### src/rtl/mem_arbiter.sv
// Two-master arbiter for the shared register-file/RAM port: combinational grant,
// round-robin on contention, optional bounded lock, and 1-cycle read-response routing.
module mem_arbiter #(
    parameter int W        = 32,
    parameter int AW       = 16,
    parameter int MAX_HOLD = 16
) (
    input  logic          clk,
    input  logic          rst_n,
    input  logic          m0_rd_en,
    input  logic          m0_wr_en,
    input  logic [AW-1:0] m0_addr,
    input  logic [W-1:0]  m0_wr_data,
    input  logic [3:0]    m0_wr_mask,
    input  logic          m0_lock,
    output logic          m0_ready,
    output logic [W-1:0]  m0_rd_data,
    output logic          m0_rd_valid,
    input  logic          m1_rd_en,
    input  logic          m1_wr_en,
    input  logic [AW-1:0] m1_addr,
    input  logic [W-1:0]  m1_wr_data,
    input  logic [3:0]    m1_wr_mask,
    input  logic          m1_lock,
    output logic          m1_ready,
    output logic [W-1:0]  m1_rd_data,
    output logic          m1_rd_valid,
    output logic          mem_rd_en,
    output logic          mem_wr_en,
    output logic [AW-1:0] mem_addr,
    output logic [W-1:0]  mem_wr_data,
    output logic [3:0]    mem_wr_mask,
    input  logic [W-1:0]  mem_rd_data,
    input  logic          mem_rd_valid,
    output logic [1:0]    owner
);

    localparam int HW = $clog2(MAX_HOLD);
    localparam logic [HW-1:0] HOLD_LAST = HW'(MAX_HOLD - 1);

    typedef enum logic [1:0] {
        IDLE = 2'd0,
        OWN0 = 2'd1,
        OWN1 = 2'd2
    } state_t;

    state_t          state_q, state_d;
    logic            rr_ptr_q, rr_ptr_d;
    logic [HW-1:0]   hold_cnt_q, hold_cnt_d;
    logic            rsp_pend_q, rsp_pend_d;
    logic            rsp_id_q, rsp_id_d;

    logic            req0, req1;
    logic            gnt_raw, gnt_id, gnt_valid, gnt_lock, forced;
    logic            own_id, own_req, own_lock, other_req;
    logic            sel_rd, sel_wr;
    logic [AW-1:0]   sel_addr;
    logic [W-1:0]    sel_data;
    logic [3:0]      sel_mask;
    logic [1:0]      rd_valid_vec;

    assign req0 = m0_rd_en | m0_wr_en;
    assign req1 = m1_rd_en | m1_wr_en;

    always_comb begin
        state_d    = state_q;
        rr_ptr_d   = rr_ptr_q;
        hold_cnt_d = hold_cnt_q;
        gnt_raw    = 1'b0;
        gnt_id     = 1'b0;
        forced     = 1'b0;
        own_id     = (state_q == OWN1);
        own_req    = own_id ? req1 : req0;
        own_lock   = own_id ? m1_lock : m0_lock;
        other_req  = own_id ? req0 : req1;

        case (state_q)
            IDLE: begin
                if (req0 && req1) begin
                    gnt_raw = 1'b1;
                    gnt_id  = rr_ptr_q;
                end else if (req0 || req1) begin
                    gnt_raw = 1'b1;
                    gnt_id  = req1;
                end
            end
            default: begin
                // Hold budget exhausted: the owner is refused so the other side wins next.
                if (hold_cnt_q == HOLD_LAST) begin
                    forced = 1'b1;
                end else if (own_req) begin
                    gnt_raw = 1'b1;
                    gnt_id  = own_id;
                end
            end
        endcase

        gnt_lock = gnt_id ? m1_lock : m0_lock;

        if (forced) begin
            state_d  = IDLE;
            rr_ptr_d = ~own_id;
        end else if (gnt_raw) begin
            if (gnt_lock) begin
                state_d = gnt_id ? OWN1 : OWN0;
            end else begin
                state_d  = IDLE;
                rr_ptr_d = ~gnt_id;
            end
        end else if (state_q != IDLE && !own_lock) begin
            state_d  = IDLE;
            rr_ptr_d = ~own_id;
        end

        if (state_d == IDLE) begin
            hold_cnt_d = '0;
        end else if (state_q != IDLE && other_req && hold_cnt_q != '1) begin
            hold_cnt_d = hold_cnt_q + HW'(1);
        end
    end

    always_ff @(posedge clk or negedge rst_n) begin
        if (!rst_n) begin
            state_q    <= IDLE;
            rr_ptr_q   <= 1'b0;
            hold_cnt_q <= '0;
            rsp_pend_q <= 1'b0;
            rsp_id_q   <= 1'b0;
        end else begin
            state_q    <= state_d;
            rr_ptr_q   <= rr_ptr_d;
            hold_cnt_q <= hold_cnt_d;
            rsp_pend_q <= rsp_pend_d;
            rsp_id_q   <= rsp_id_d;
        end
    end

    assign sel_rd   = gnt_id ? m1_rd_en   : m0_rd_en;
    assign sel_wr   = gnt_id ? m1_wr_en   : m0_wr_en;
    assign sel_addr = gnt_id ? m1_addr    : m0_addr;
    assign sel_data = gnt_id ? m1_wr_data : m0_wr_data;
    assign sel_mask = gnt_id ? m1_wr_mask : m0_wr_mask;

    // Outputs are forced quiet while reset is asserted, even if masters keep requesting.
    assign gnt_valid = gnt_raw & rst_n;

    // A simultaneous read+write forwards only the write.
    assign rsp_pend_d = gnt_raw & sel_rd & ~sel_wr;
    assign rsp_id_d   = gnt_id;

    assign m0_ready    = gnt_valid & ~gnt_id;
    assign m1_ready    = gnt_valid & gnt_id;
    assign mem_rd_en   = gnt_valid & sel_rd & ~sel_wr;
    assign mem_wr_en   = gnt_valid & sel_wr;
    assign mem_addr    = gnt_valid ? sel_addr : '0;
    assign mem_wr_data = gnt_valid ? sel_data : '0;
    assign mem_wr_mask = gnt_valid ? sel_mask : 4'b1111;
    assign owner       = {gnt_valid, gnt_valid & gnt_id};

    for (genvar gi = 0; gi < 2; gi++) begin : g_rsp
        assign rd_valid_vec[gi] = mem_rd_valid & rsp_pend_q & (rsp_id_q == 1'(gi));
    end

    assign m0_rd_valid = rd_valid_vec[0];
    assign m1_rd_valid = rd_valid_vec[1];
    assign m0_rd_data  = mem_rd_data;
    assign m1_rd_data  = mem_rd_data;

endmodule

### config.mk
export PLATFORM = sky130hd
export DESIGN_NAME = mem_arbiter
export DESIGN_NICKNAME = d
export VERILOG_FILES = /design/src/rtl/mem_arbiter.sv
export SDC_FILE = /design/constraint.sdc
export NUM_CORES = 1
export LEC_CHECK = 0
export BUFFER_PORTS_ARGS = -buffer_cell sky130_fd_sc_hd__buf_4
export CAP_MARGIN = 25
export CORE_AREA = 2 2 103 105
export CTS_BUF_LIST = sky130_fd_sc_hd__clkbuf_16
export DETAILED_ROUTE_END_ITERATION = 10
export DIE_AREA = 0 0 105 107
export GPL_TIMING_DRIVEN = 0
export PLACE_DENSITY = 0.56
export SETUP_SLACK_MARGIN = 0.2
export SYNTH_ARGS = -nofsm -noshare
export SYNTH_HDL_FRONTEND = slang
export SYNTH_SLANG_ARGS = --single-unit
### constraint.sdc
create_clock -name clk -period 6.2 [get_ports clk]
set_input_delay 1.24 -clock clk [delete_from_list [all_inputs] [get_ports clk]]
set_output_delay 1.24 -clock clk [all_outputs]
set_load 0.02 [all_outputs]
# ---- After elaboration in Yosys (flattened, before gate mapping)
# Index checks and enable logic that the tools add are counted.
dict set report word_totals {
  reg_bits 9
  wordCells 74
  inputBits 145
  output_inout_bits 124
}
dict set report op_classes {
  mux 35
  bitwise 17
  add_sub_neg 1
  eq_ne 4
  reduce_logical 12
}
# operator n
set op_table {}
lappend op_table {{$mux 32} 2}
lappend op_table {{$mux 16} 2}
lappend op_table {{$mux 1} 22}
lappend op_table {{$mux 4} 4}
lappend op_table {{$and 1x1->1} 11}
lappend op_table {{$mux 2} 5}
lappend op_table {{$add 4x1->4 const B} 1}
lappend op_table {{$eq 4x4->1 const B} 1}
lappend op_table {{$logic_and 1x1->1} 4}
lappend op_table {{$logic_not 2->1} 2}
lappend op_table {{$ne 4x4->1 const B} 1}
lappend op_table {{$not 1->1} 4}
lappend op_table {{$reduce_bool 2->1} 2}
lappend op_table {{$ne 3x2->1 const B} 1}
lappend op_table {{$reduce_bool 3->1} 1}
lappend op_table {{$eq 2x2->1 const B} 1}
lappend op_table {{$or 1x1->1} 2}
lappend op_table {{$reduce_and 2->1} 1}
lappend op_table {{$logic_not 1->1} 1}
lappend op_table {{$logic_or 1x1->1} 1}

# ---- Logic depth before layout (Yosys ltp)
# Gate-level depths: netlist of run 1.
dict set report depth {
  depth_word 11
  depth_mapped 8
  ltp_nobuf 7
}

# ---- Least setup slack after synthesis of run 1
# Ideal clock, no wire load.
dict set report synth_path {
  path_kind {input port to output port}
  startpoint {in m1_wr_en}
  endpoint {out mem_wr_data[10]}
  required_ns 4.960
  path_stages 8
  path_buffers 3
  path_slack_ns 2.446
  arrival_ns 2.514
  cell_sequence {buf_2 -> o21a_1 -> nor3_2 -> o22a_1 -> buf_4 -> buf_6 -> a22oi_1 -> nor2b_1}
}
dict set report synth_between {
  elab_chain_len 7
  word_cells_on_any_way 17
  classes_between {mux: 13; bitwise: 2; reduce/logical: 2}
}
# item line_no
set synth_lines {}
lappend synth_lines {{from (decl)} 20} ;# input logic m1_wr_en,
lappend synth_lines {{$or 1x1->1 (*)} 63} ;# assign req1 = m1_rd_en | m1_wr_en;
lappend synth_lines {{$mux 1 / $logic_or 1x1->1 (equally long branches)} {73, 82}}
lappend synth_lines {{$mux 1 (on tied branches)} {91, 82}}
lappend synth_lines {{$mux 1 (on tied branches)} {89, 79}}
lappend synth_lines {{$mux 1} 77} ;# case (state_q)
lappend synth_lines {{$mux 32 / $and 1x1->1 (equally long branches)} {141, 145}}
lappend synth_lines {{$mux 32 (*)} 156} ;# assign mem_wr_data = gnt_valid ? sel_data : '0;
lappend synth_lines {{to (decl)} 31} ;# output logic [W-1:0] mem_wr_data,
# Every way passes the cells marked *; elsewhere a longest branch is shown, timed or not.

# ---- Final worst setup path of run 1
dict set report layout_path {
  startpoint {in m0_wr_en}
  endpoint {out mem_wr_data[6]}
}
dict set report layout_between {
  elab_chain_len 7
  word_cells_on_any_way 17
  classes_between {mux: 13; bitwise: 2; reduce/logical: 2}
}
# item line_no
set layout_lines {}
lappend layout_lines {{from (decl)} 11} ;# input logic m0_wr_en,
lappend layout_lines {{$or 1x1->1 (*)} 62} ;# assign req0 = m0_rd_en | m0_wr_en;
lappend layout_lines {{$mux 1 / $logic_or 1x1->1 (equally long branches)} {73, 82}}
lappend layout_lines {{$mux 1 (on tied branches)} {91, 82}}
lappend layout_lines {{$mux 1 (on tied branches)} {89, 79}}
lappend layout_lines {{$mux 1} 77}
lappend layout_lines {{$mux 32 / $and 1x1->1 (equally long branches)} {141, 145}}
lappend layout_lines {{$mux 32 (*)} 156}
# Marked as above.

==> results of run 1 <==
cell families (layout without fill, tap and decap cells):
logic type | Yosys count | in the layout | share of synthesized area [%]
buffers and inverters | 87 | 326 | 30.4
multiplexers | 1 | 1 | 0.555
adder cells (fa/ha/maj) | 1 | 1 | 0.616
XOR/XNOR | 2 | 2 | 0.863
AO/OA/AOI/OAI | 78 | 78 | 28.4
AND/OR/NAND/NOR | 98 | 98 | 28.1
flip-flops | 9 | 9 | 11.1
tightest hold or removal path, cell delays in order (launching register included):
cell and delay (ns):
dfrtp_1 0.38, nand2_1 0.06, a21oi_1 0.06
flip-flops by register name (all words and copies together), names as in the netlist:
register    cells
rsp_pend_q      1
state_q         2
hold_cnt_q      4
rsp_id_q        1
rr_ptr_q        1
layer usage:
layer	global-route usage, %	wire length, um
met5	0	0
met4	1.14	10
met3	3.34	698
met2	28.2	4890
met1	17.4	3450
per-stage QoR:
step / area (um^2) / util [%]
5_1_grt: 4040 / 40.1
3_3_place_gp: 3960 / 39.3
4_1_cts: 4040 / 40.1
6_report: 4040 / 40.1
3_5_place_dp: 3960 / 39.3
2_1_floorplan: 2030 / -
layout by cell type, fill, tap and decap left out, types with 2 or more instances in the layout:
master and count:
a21oi_1 5, a22oi_1 48, and2_1 5, and3_1 4, buf_2 4, buf_4 307, buf_6 2, clkbuf_1 6
clkbuf_16 3, dfrtp_1 9, inv_1 2, nand2_1 11, nand2b_1 4, nand3_1 3, nor2_1 11, nor2b_1 49
nor3_1 2, o211ai_1 2, o21ai_0 3, o21ai_1 3, o22ai_1 6, or2_1 2, xor2_1 2
power groups by stage:
stage,Combinational (uW),Sequential (uW),Clock (uW)
final,839,89.9,115
after global routing,913,93.0,123
after CTS,849,89.3,119
after detailed placement,847,90.2,0
after global placement,839,89.4,0
after floorplan,526,86.4,0
final timing paths:
check / from / to / slack [ns] / depth (start not counted)
min: hold_cnt_q[1] / hold_cnt_q[1] / 0.55 / 2
min reg2reg: hold_cnt_q[1] / hold_cnt_q[1] / 0.55 / 2
max reg2reg: hold_cnt_q[0] / rr_ptr_q / 4.16 / 6
max: m0_wr_en / mem_wr_data[6] / 2.19 / 9
max in group asynchronous: rst_n / rsp_id_q / 5.14 / 1
min in group asynchronous: rst_n / hold_cnt_q[0] / 0.86 / 1
area by class of cell:
class	count	area [um^2]	area share, %
clock buffers	3	75.1	1.86
plain buffers	84	606	15.0
well taps	136	170	4.21
multi-input cells	180	1190	29.4
inverters	3	11.3	0.278
clock inverters	1	5.00	0.124
flip-flops and latches	9	225	5.57
repair buffers	235	1760	43.6
==> results.json, run 1 <==
{
  "ys.flop_type": "dfrtp_1",
  "crit_type": "input port to output port",
  "post-place-ws_ns": 2.19,
  "yosysMostFrequentCell": "buf_4",
  "clockBufferDepth": 2,
  "crit_buf_inv": 4,
  "min_path_type": "flop to flop",
  "portBuffers": 235,
  "cp_slowest_cell": "o22ai_2",
  "min_period_ns": 4.01,
  "nNetsFinal": 662,
  "slew_violations": 0,
  "synth_warnings": 0,
  "critPathLaunchType": "input port",
  "synth_common_cells": "buf_4, nor2b_1, a22oi_1, nand2_1, nor2_1",
  "fmax_mhz": 249,
  "grt_pass1_vias": 2701,
  "internal_power_uw": 547,
  "synth_edf_count": 0,
  "fp.dieH_um": 107,
  "fin_worst_skew_ns": 0.00185,
  "required_ns": 4.96,
  "syn_area_um2": 2030,
  "synth.largest_area_cell": "buf_4",
  "drt-vias-per-instance": 4.24,
  "pwr-share-clk_pct": 11.1,
  "antenna_found_initial": 0,
  "dp_hpwl_mm": 7.80,
  "drc_errors": 0,
  "slowest_delay_ns": 0.25,
  "hold_viol": 0,
  "grt_setup_unrepaired": "false",
  "dieArea_um2": 11200,
  "worst_path_most_repeated_cell": "buf_4",
  "die_w_um": 105,
  "clk_latency_ns": 0.24,
  "gr-total-overflow": 0,
  "switching_share_pct": 47.6,
  "synth-async-reset-ratio_pct": 100,
  "clk_pin_slew_ns": 0.04,
  "yosysSeqAreaShare_pct": 11.1,
  "num_antenna_cells": 0,
  "setup-tns-final_ns": 0,
  "cts_made_buffers": 3,
  "ios": 269,
  "cts_tree": "done",
  "min_period_over_period_pct": 64.7,
  "drive_above_1_share_pct": 63.3,
  "worstPathArrival_ns": 2.77,
  "yosys_register_bits": 9,
  "cts_hold_buf": 0,
  "cts_htree_levels": 1,
  "worst-path-max-fanout": 10,
  "drt_wl_total_mm": 9.05,
  "num_rows": 37,
  "initial_core_util_pct": 20.1,
  "ant_nets": 0,
  "crit_path_cell_trace": "buf_4 -> o21ba_2 -> o22ai_2 -> nand2_2 -> inv_2 -> buf_4 -> a22oi_1 -> nor2b_1 -> buf_4",
  "p_leak_uw": 0.00210,
  "cts.sinks": 9,
  "slew_headroom_pct": 74.0,
  "syn_avg_cell_area_um2": 7.35,
  "status": "completed",
  "grtUsageTotal_pct": 14.7,
  "syn_inst": 276,
  "cap_violations": 0,
  "yosysUniqueCellTypes": 43,
  "wl_per_cell_um": 13.9,
  "synthToLayoutAreaGrowth_pct": 99.3,
  "cts_setup_buffers": 0,
  "grt_max_degree": 19,
  "gp_congestion": 0.802,
  "power_frac_seq_pct": 8.6,
  "synth_area_leaders": "buf_4, a22oi_1, nor2b_1",
  "power.switching_uw": 497,
  "fillers": 1046,
  "syn_nets": 422,
  "core_area_um2": 10100,
  "p_comb_share_pct": 80.3,
  "stdcell_count": 651,
  "grt_pass1_wl_mm": 13.6,
  "tightestPinTransition_ns": 0.390,
  "fin_ws_ns": 2.19,
  "netlist.area_leader.share_pct": 26.6,
  "drt_iter0_markers": 121,
  "whs_ns": 0.552,
  "setup_viol": 0,
  "cts-root-buf": "clkbuf_16",
  "crit_path_end_kind": "output port",
  "first_pass_iters": 4,
  "post_cts_resized": 0,
  "placed_cells": 647,
  "vias": 2761,
  "cpLargestDelayFamily": "buffers and inverters",
  "ir_drop_v": 0.000102,
  "power.total_uw": 1040,
  "powerDensity_nw_per_um2": 258
}
Power figures use the tool's default switching activity.
==> run 2: changes to the inputs <==
--- a/config.mk
+++ b/config.mk
@@ -12,7 +12,7 @@
 export DETAILED_ROUTE_END_ITERATION = 10
 export DIE_AREA = 0 0 105 107
 export GPL_TIMING_DRIVEN = 0
-export PLACE_DENSITY = 0.56
+export PLACE_DENSITY = 0.58
 export SETUP_SLACK_MARGIN = 0.2
 export SYNTH_ARGS = -nofsm -noshare
 export SYNTH_HDL_FRONTEND = slang
==> constraint.sdc (replaced) <==
create_clock -name clk -period 3.4 [get_ports clk]
set_input_delay 0.68 -clock clk [delete_from_list [all_inputs] [get_ports clk]]
set_output_delay 0.68 -clock clk [all_outputs]
set_load 0.02 [all_outputs]
==> results.json, run 2 (same netlist as run 1, synthesis figures left out) <==
{
  "status": "completed",
  "top_register": "hold_cnt_q",
  "min_period_ns": 2.98,
  "min_period_over_period_pct": 87.7,
  "drt_wl_total_mm": 9.06,
  "fmax_mhz": 335,
  "num_rows": 37,
  "cts_htree_levels": 1,
  "most-common-layout-cells": "buf_4, nor2b_1, a22oi_1",
  "cpLargestDelayFamily": "simple AND/OR/NAND/NOR gates",
  "grtUsageTotal_pct": 14.6,
  "min_path_type": "input port to asynchronous set/reset pin",
  "initial_core_util_pct": 20.1,
  "cap_violations": 0,
  "crit_path_end_kind": "output port",
  "core_area_um2": 10100,
  "placed_cells": 647,
  "slew_violations": 0,
  "powerDensity_nw_per_um2": 471,
  "grt_pass1_wl_mm": 13.4,
  "slowest_delay_ns": 0.40,
  "clockBufferDepth": 2,
  "regToRegSetupSlack_ns": 1.37,
  "worstPathArrival_ns": 2.30,
  "worst-path-max-fanout": 10,
  "slew_headroom_pct": 72.9,
  "stdcell_count": 651,
  "die_w_um": 105,
  "ios": 269,
  "cts_made_buffers": 3,
  "gr-total-overflow": 0,
  "cts_hold_buf": 0,
  "fillers": 1051,
  "post_cts_resized": 0,
  "rr_worst_depth": 6,
  "required_ns": 2.72,
  "drc_errors": 0,
  "worst_path_most_repeated_cell": "buf_4",
  "cts.sinks": 9,
  "num_antenna_cells": 0,
  "fin_worst_skew_ns": 0.00212,
  "portBuffers": 235,
  "fp.dieH_um": 107,
  "dieArea_um2": 11200,
  "ant_nets": 0,
  "endpoint": "mem_addr[1]",
  "synthToLayoutAreaGrowth_pct": 99.3,
  "cts_setup_buffers": 0,
  "grt_max_degree": 19,
  "setup-tns-final_ns": 0,
  "gp_congestion": 0.829,
  "drive_above_1_share_pct": 63.3,
  "clk_latency_ns": 0.23,
  "dp_hpwl_mm": 7.74,
  "tightestPinTransition_ns": 0.407,
  "setup_viol": 0,
  "nNetsFinal": 662,
  "crit_buf_inv": 3,
  "crit_path_start": "hold_cnt_q[0]",
  "r2r_end": "rr_ptr_q",
  "p_leak_uw": 0.00210,
  "vias": 2798,
  "path_depth": 9,
  "clk_pin_slew_ns": 0.04,
  "crit_path_cell_trace": "ha_1 -> and3_4 -> o22ai_2 -> nand2_2 -> inv_2 -> buf_4 -> a22oi_1 -> nor2b_1 -> buf_4",
  "finalCoreUtilization_pct": 40.1,
  "antenna_found_initial": 0,
  "wl_per_cell_um": 13.9,
  "largest_register_ffs": 4,
  "hold_viol": 0,
  "cts_tree": "done",
  "grt_setup_unrepaired": "false",
  "cp_slowest_cell": "dfrtp_1",
  "critPathLaunchType": "flop",
  "ir_drop_v": 0.000221,
  "power.total_uw": 1900,
  "cts-root-buf": "clkbuf_16",
  "grt_pass1_vias": 2670,
  "first_pass_iters": 4,
  "layout_commonest_cell": "buf_4",
  "top_regs": "hold_cnt_q: 4 flops, state_q: 2 flops",
  "crit_type": "flop to output port",
  "r2r_start": "hold_cnt_q[0]",
  "drt_iter0_markers": 111,
  "drt-vias-per-instance": 4.30
}
==> run 2: through the flow <==
| stage | setup slack (ns) | instance area (um^2) | hold WS [ns] |
|---|---|---|---|
| 6_report | 0.418 | 4040 | 0.315 |
| 5_1_grt | 0.234 | 4040 | 0.321 |
| 4_1_cts | 0.399 | 4040 | 0.320 |
| 3_5_place_dp | 0.519 | 3960 | 0.539 |
| 3_3_place_gp | 0.552 | 3960 | 0.532 |
| 2_1_floorplan | 0.766 | 2030 | 0.384 |
==> run 2: worst register-to-register path, stage by stage, from the launching register on <==
cell	delay, ns
dfrtp_1	0.40
ha_1	0.26
and3_4	0.22
or3_1	0.34
o221a_2	0.15
o2111ai_2	0.20
mux2_1	0.34
==> run 2: report_power, final <==
| group | leakage [uW] | internal [uW] | total, uW | switching [uW] |
|---|---|---|---|---|
| clock | 0.0000409 | 155 | 210 | 54.5 |
| combinational | 0.00195 | 701 | 1530 | 828 |
| sequential | 0.000117 | 140 | 164 | 23.4 |
==> run 2: layout make-up <==
| cell class | count | area [um^2] | area share [%] |
|---|---|---|---|
| timing repair buffer | 235 | 1760 | 43.6 |
| multi-input combinational | 180 | 1190 | 29.4 |
| buffer | 84 | 606 | 15.0 |
| sequential | 9 | 225 | 5.57 |
| tap | 136 | 170 | 4.21 |
| clock buffer | 3 | 75.1 | 1.86 |
| inverter | 3 | 11.3 | 0.278 |
| clock inverter | 1 | 5.00 | 0.124 |
==> run 2: how the worst min path moves through the flow <==
stage,startpoint,depth (start not counted),endpoint
6_report,rst_n,1,hold_cnt_q[1]
2_1_floorplan,rst_n,0,hold_cnt_q[0]
3_5_place_dp,hold_cnt_q[1],2,hold_cnt_q[1]
3_3_place_gp,hold_cnt_q[1],2,hold_cnt_q[1]
4_1_cts,rst_n,1,hold_cnt_q[0]
5_1_grt,rst_n,1,state_q[1]
==> run 2: layer usage <==
layer  routed length [um]  vias up  global-route usage, %  share of wire [%]
met4                  117        0                   2.38                1.3
met2                 4590      152                   26.5                 51
met3                  831       10                   4.86                9.2
met5                    0        -                      0                  0
met1                 3520     1242                   16.8                 39
li1                     -     1394                      -                  -
==> run 3: changes to the inputs <==
--- a/config.mk
+++ b/config.mk
@@ -7,12 +7,15 @@
 export LEC_CHECK = 0
 export BUFFER_PORTS_ARGS = -buffer_cell sky130_fd_sc_hd__buf_4
 export CAP_MARGIN = 25
-export CORE_AREA = 2 2 103 105
+export CELL_PAD_IN_SITES_DETAIL_PLACEMENT = 2
+export CELL_PAD_IN_SITES_GLOBAL_PLACEMENT = 2
+export CORE_ASPECT_RATIO = 0.5
+export CORE_MARGIN = 2
+export CORE_UTILIZATION = 12
 export CTS_BUF_LIST = sky130_fd_sc_hd__clkbuf_16
 export DETAILED_ROUTE_END_ITERATION = 10
-export DIE_AREA = 0 0 105 107
 export GPL_TIMING_DRIVEN = 0
-export PLACE_DENSITY = 0.58
+export PLACE_DENSITY = 0.76
 export SETUP_SLACK_MARGIN = 0.2
 export SYNTH_ARGS = -nofsm -noshare
 export SYNTH_HDL_FRONTEND = slang
==> results.json, run 3 (same netlist as run 1, synthesis figures left out) <==
{
  "power_frac_seq_pct": 8.2,
  "tightestPinTransition_ns": 0.496,
  "pwr-share-clk_pct": 10.8,
  "grtUsageTotal_pct": 11.4,
  "grt_max_degree": 19,
  "cts.sinks": 9,
  "portBuffers": 235,
  "grt_setup_unrepaired": "false",
  "drt_wl_total_mm": 11.7,
  "largest_register_ffs": 4,
  "slew_headroom_pct": 66.9,
  "cts_made_buffers": 3,
  "internal_power_uw": 1000,
  "antenna_found_initial": 0,
  "slew_violations": 0,
  "nNetsFinal": 662,
  "power.switching_uw": 962,
  "grt_pass1_wl_mm": 16.3,
  "cap_violations": 0,
  "vias": 2887,
  "ir_drop_v": 0.000172,
  "gr-total-overflow": 0,
  "worst-path-max-fanout": 10,
  "finalCoreUtilization_pct": 25.3,
  "grt_pass1_vias": 2962,
  "fillers": 1944,
  "fin_ws_ns": 0.349,
  "crit_type": "flop to output port",
  "min_path_type": "input port to asynchronous set/reset pin",
  "num_antenna_cells": 0,
  "worstPathArrival_ns": 2.37,
  "ant_nets": 0,
  "crit_buf_inv": 3,
  "cts_tree": "done",
  "core_area_um2": 16500,
  "hold_viol": 0,
  "layout_commonest_cell": "buf_4",
  "drt-vias-per-instance": 3.89,
  "clk_pin_slew_ns": 0.04,
  "power.total_uw": 1960,
  "powerDensity_nw_per_um2": 471,
  "multi_input_area_um2": 1200,
  "whs_ns": 0.308,
  "cts_setup_buffers": 0,
  "crit_path_end_kind": "output port",
  "first_pass_iters": 4,
  "fmax_mhz": 328,
  "initial_core_util_pct": 12.3,
  "clk_latency_ns": 0.24,
  "die_w_um": 188,
  "cts_htree_levels": 1,
  "fp.dieH_um": 96.0,
  "ff_latch_area_um2": 225,
  "min_period_ns": 3.05,
  "clockBufferDepth": 2,
  "p_leak_uw": 0.00210,
  "synthToLayoutAreaGrowth_pct": 105,
  "slowest_delay_ns": 0.40,
  "worst_path_most_repeated_cell": "buf_4",
  "cts_hold_buf": 0,
  "setup-tns-final_ns": 0,
  "cp_slowest_cell": "dfrtp_1",
  "crit_path_cell_trace": "ha_1 -> and3_4 -> o22ai_4 -> nand2_2 -> inv_2 -> buf_4 -> a22oi_1 -> nor2b_2 -> buf_4",
  "switching_share_pct": 49.0,
  "wl_per_cell_um": 15.8,
  "dp_hpwl_mm": 10.2,
  "required_ns": 2.72,
  "drive_above_1_share_pct": 63.5,
  "drt_iter0_markers": 63,
  "cpLargestDelayFamily": "simple AND/OR/NAND/NOR gates",
  "gp_congestion": 0.760,
  "fin_worst_skew_ns": 0.00170,
  "drc_errors": 0,
  "critPathLaunchType": "flop",
  "top_register": "hold_cnt_q",
  "cts-root-buf": "clkbuf_16",
  "most-common-layout-cells": "buf_4, a22oi_1, nor2b_1",
  "top_regs": "hold_cnt_q: 4 flops, state_q: 2 flops",
  "num_rows": 33,
  "status": "completed",
  "ios": 269,
  "min_period_over_period_pct": 89.7,
  "post-place-ws_ns": 0.314,
  "p_comb_share_pct": 81.0,
  "dieArea_um2": 18000,
  "setup_viol": 0
}
==> run 3: changes by cell type in the layout (fill, tap and decap cells not counted) <==
cell and change:
o22ai_2 -1, nor2b_1 -1, nor2b_2 +1, o22ai_4 +1
==> run 3: through the flow <==
stage / instances / cell area, um^2
6_report: 742 / 4170
5_1_grt: 742 / 4170
4_1_cts: 742 / 4170
3_5_place_dp: 738 / 4080
3_3_place_gp: 738 / 4080
2_1_floorplan: 276 / 2030
==> run 3: what timing repair did <==
action	4_1_cts	5_1_grt
pin swaps	0	0
setup endpoints to repair	1	1
resized for setup	1	1
cloned	0	0
==> run 3: area by class of cell <==
cell class                 count  share of cell area [%]
clock inverter                 1                   0.120
clock buffer                   3                    1.80
timing repair buffer         235                    42.3
sequential                     9                    5.40
multi-input combinational    180                    28.7
buffer                        84                    14.5
inverter                       3                   0.270
tap                          227                    6.81
==> run 3: power groups by stage <==
| stage | Sequential (uW) | Combinational, uW | Clock [uW] |
|---|---|---|---|
| CTS | 162 | 1610 | 215 |
| finish | 162 | 1590 | 211 |
| global route | 166 | 1720 | 221 |
| detailed placement | 164 | 1600 | 0 |
| floorplan | 158 | 959 | 0 |
| global placement | 162 | 1560 | 0 |
==> run 3: path summary, 6_finish.rpt <==
kind | from | to | slack (ns) | depth (start not counted)
max | hold_cnt_q[0] | mem_addr[12] | 0.35 | 9
min | rst_n | hold_cnt_q[0] | 0.31 | 1
max reg2reg | hold_cnt_q[0] | rr_ptr_q | 1.30 | 6
min reg2reg | hold_cnt_q[1] | hold_cnt_q[1] | 0.55 | 2
max in group asynchronous | rst_n | hold_cnt_q[2] | 2.88 | 1
min in group clk | hold_cnt_q[1] | hold_cnt_q[1] | 0.55 | 2
==> run 3: layer usage <==
layer	track usage, %	part of all wire, %	routed length, um
met3	1.35	3.6	424
met2	23.7	59	6900
met5	0	0	0
met1	13.1	37	4380
met4	0.787	0.20	24
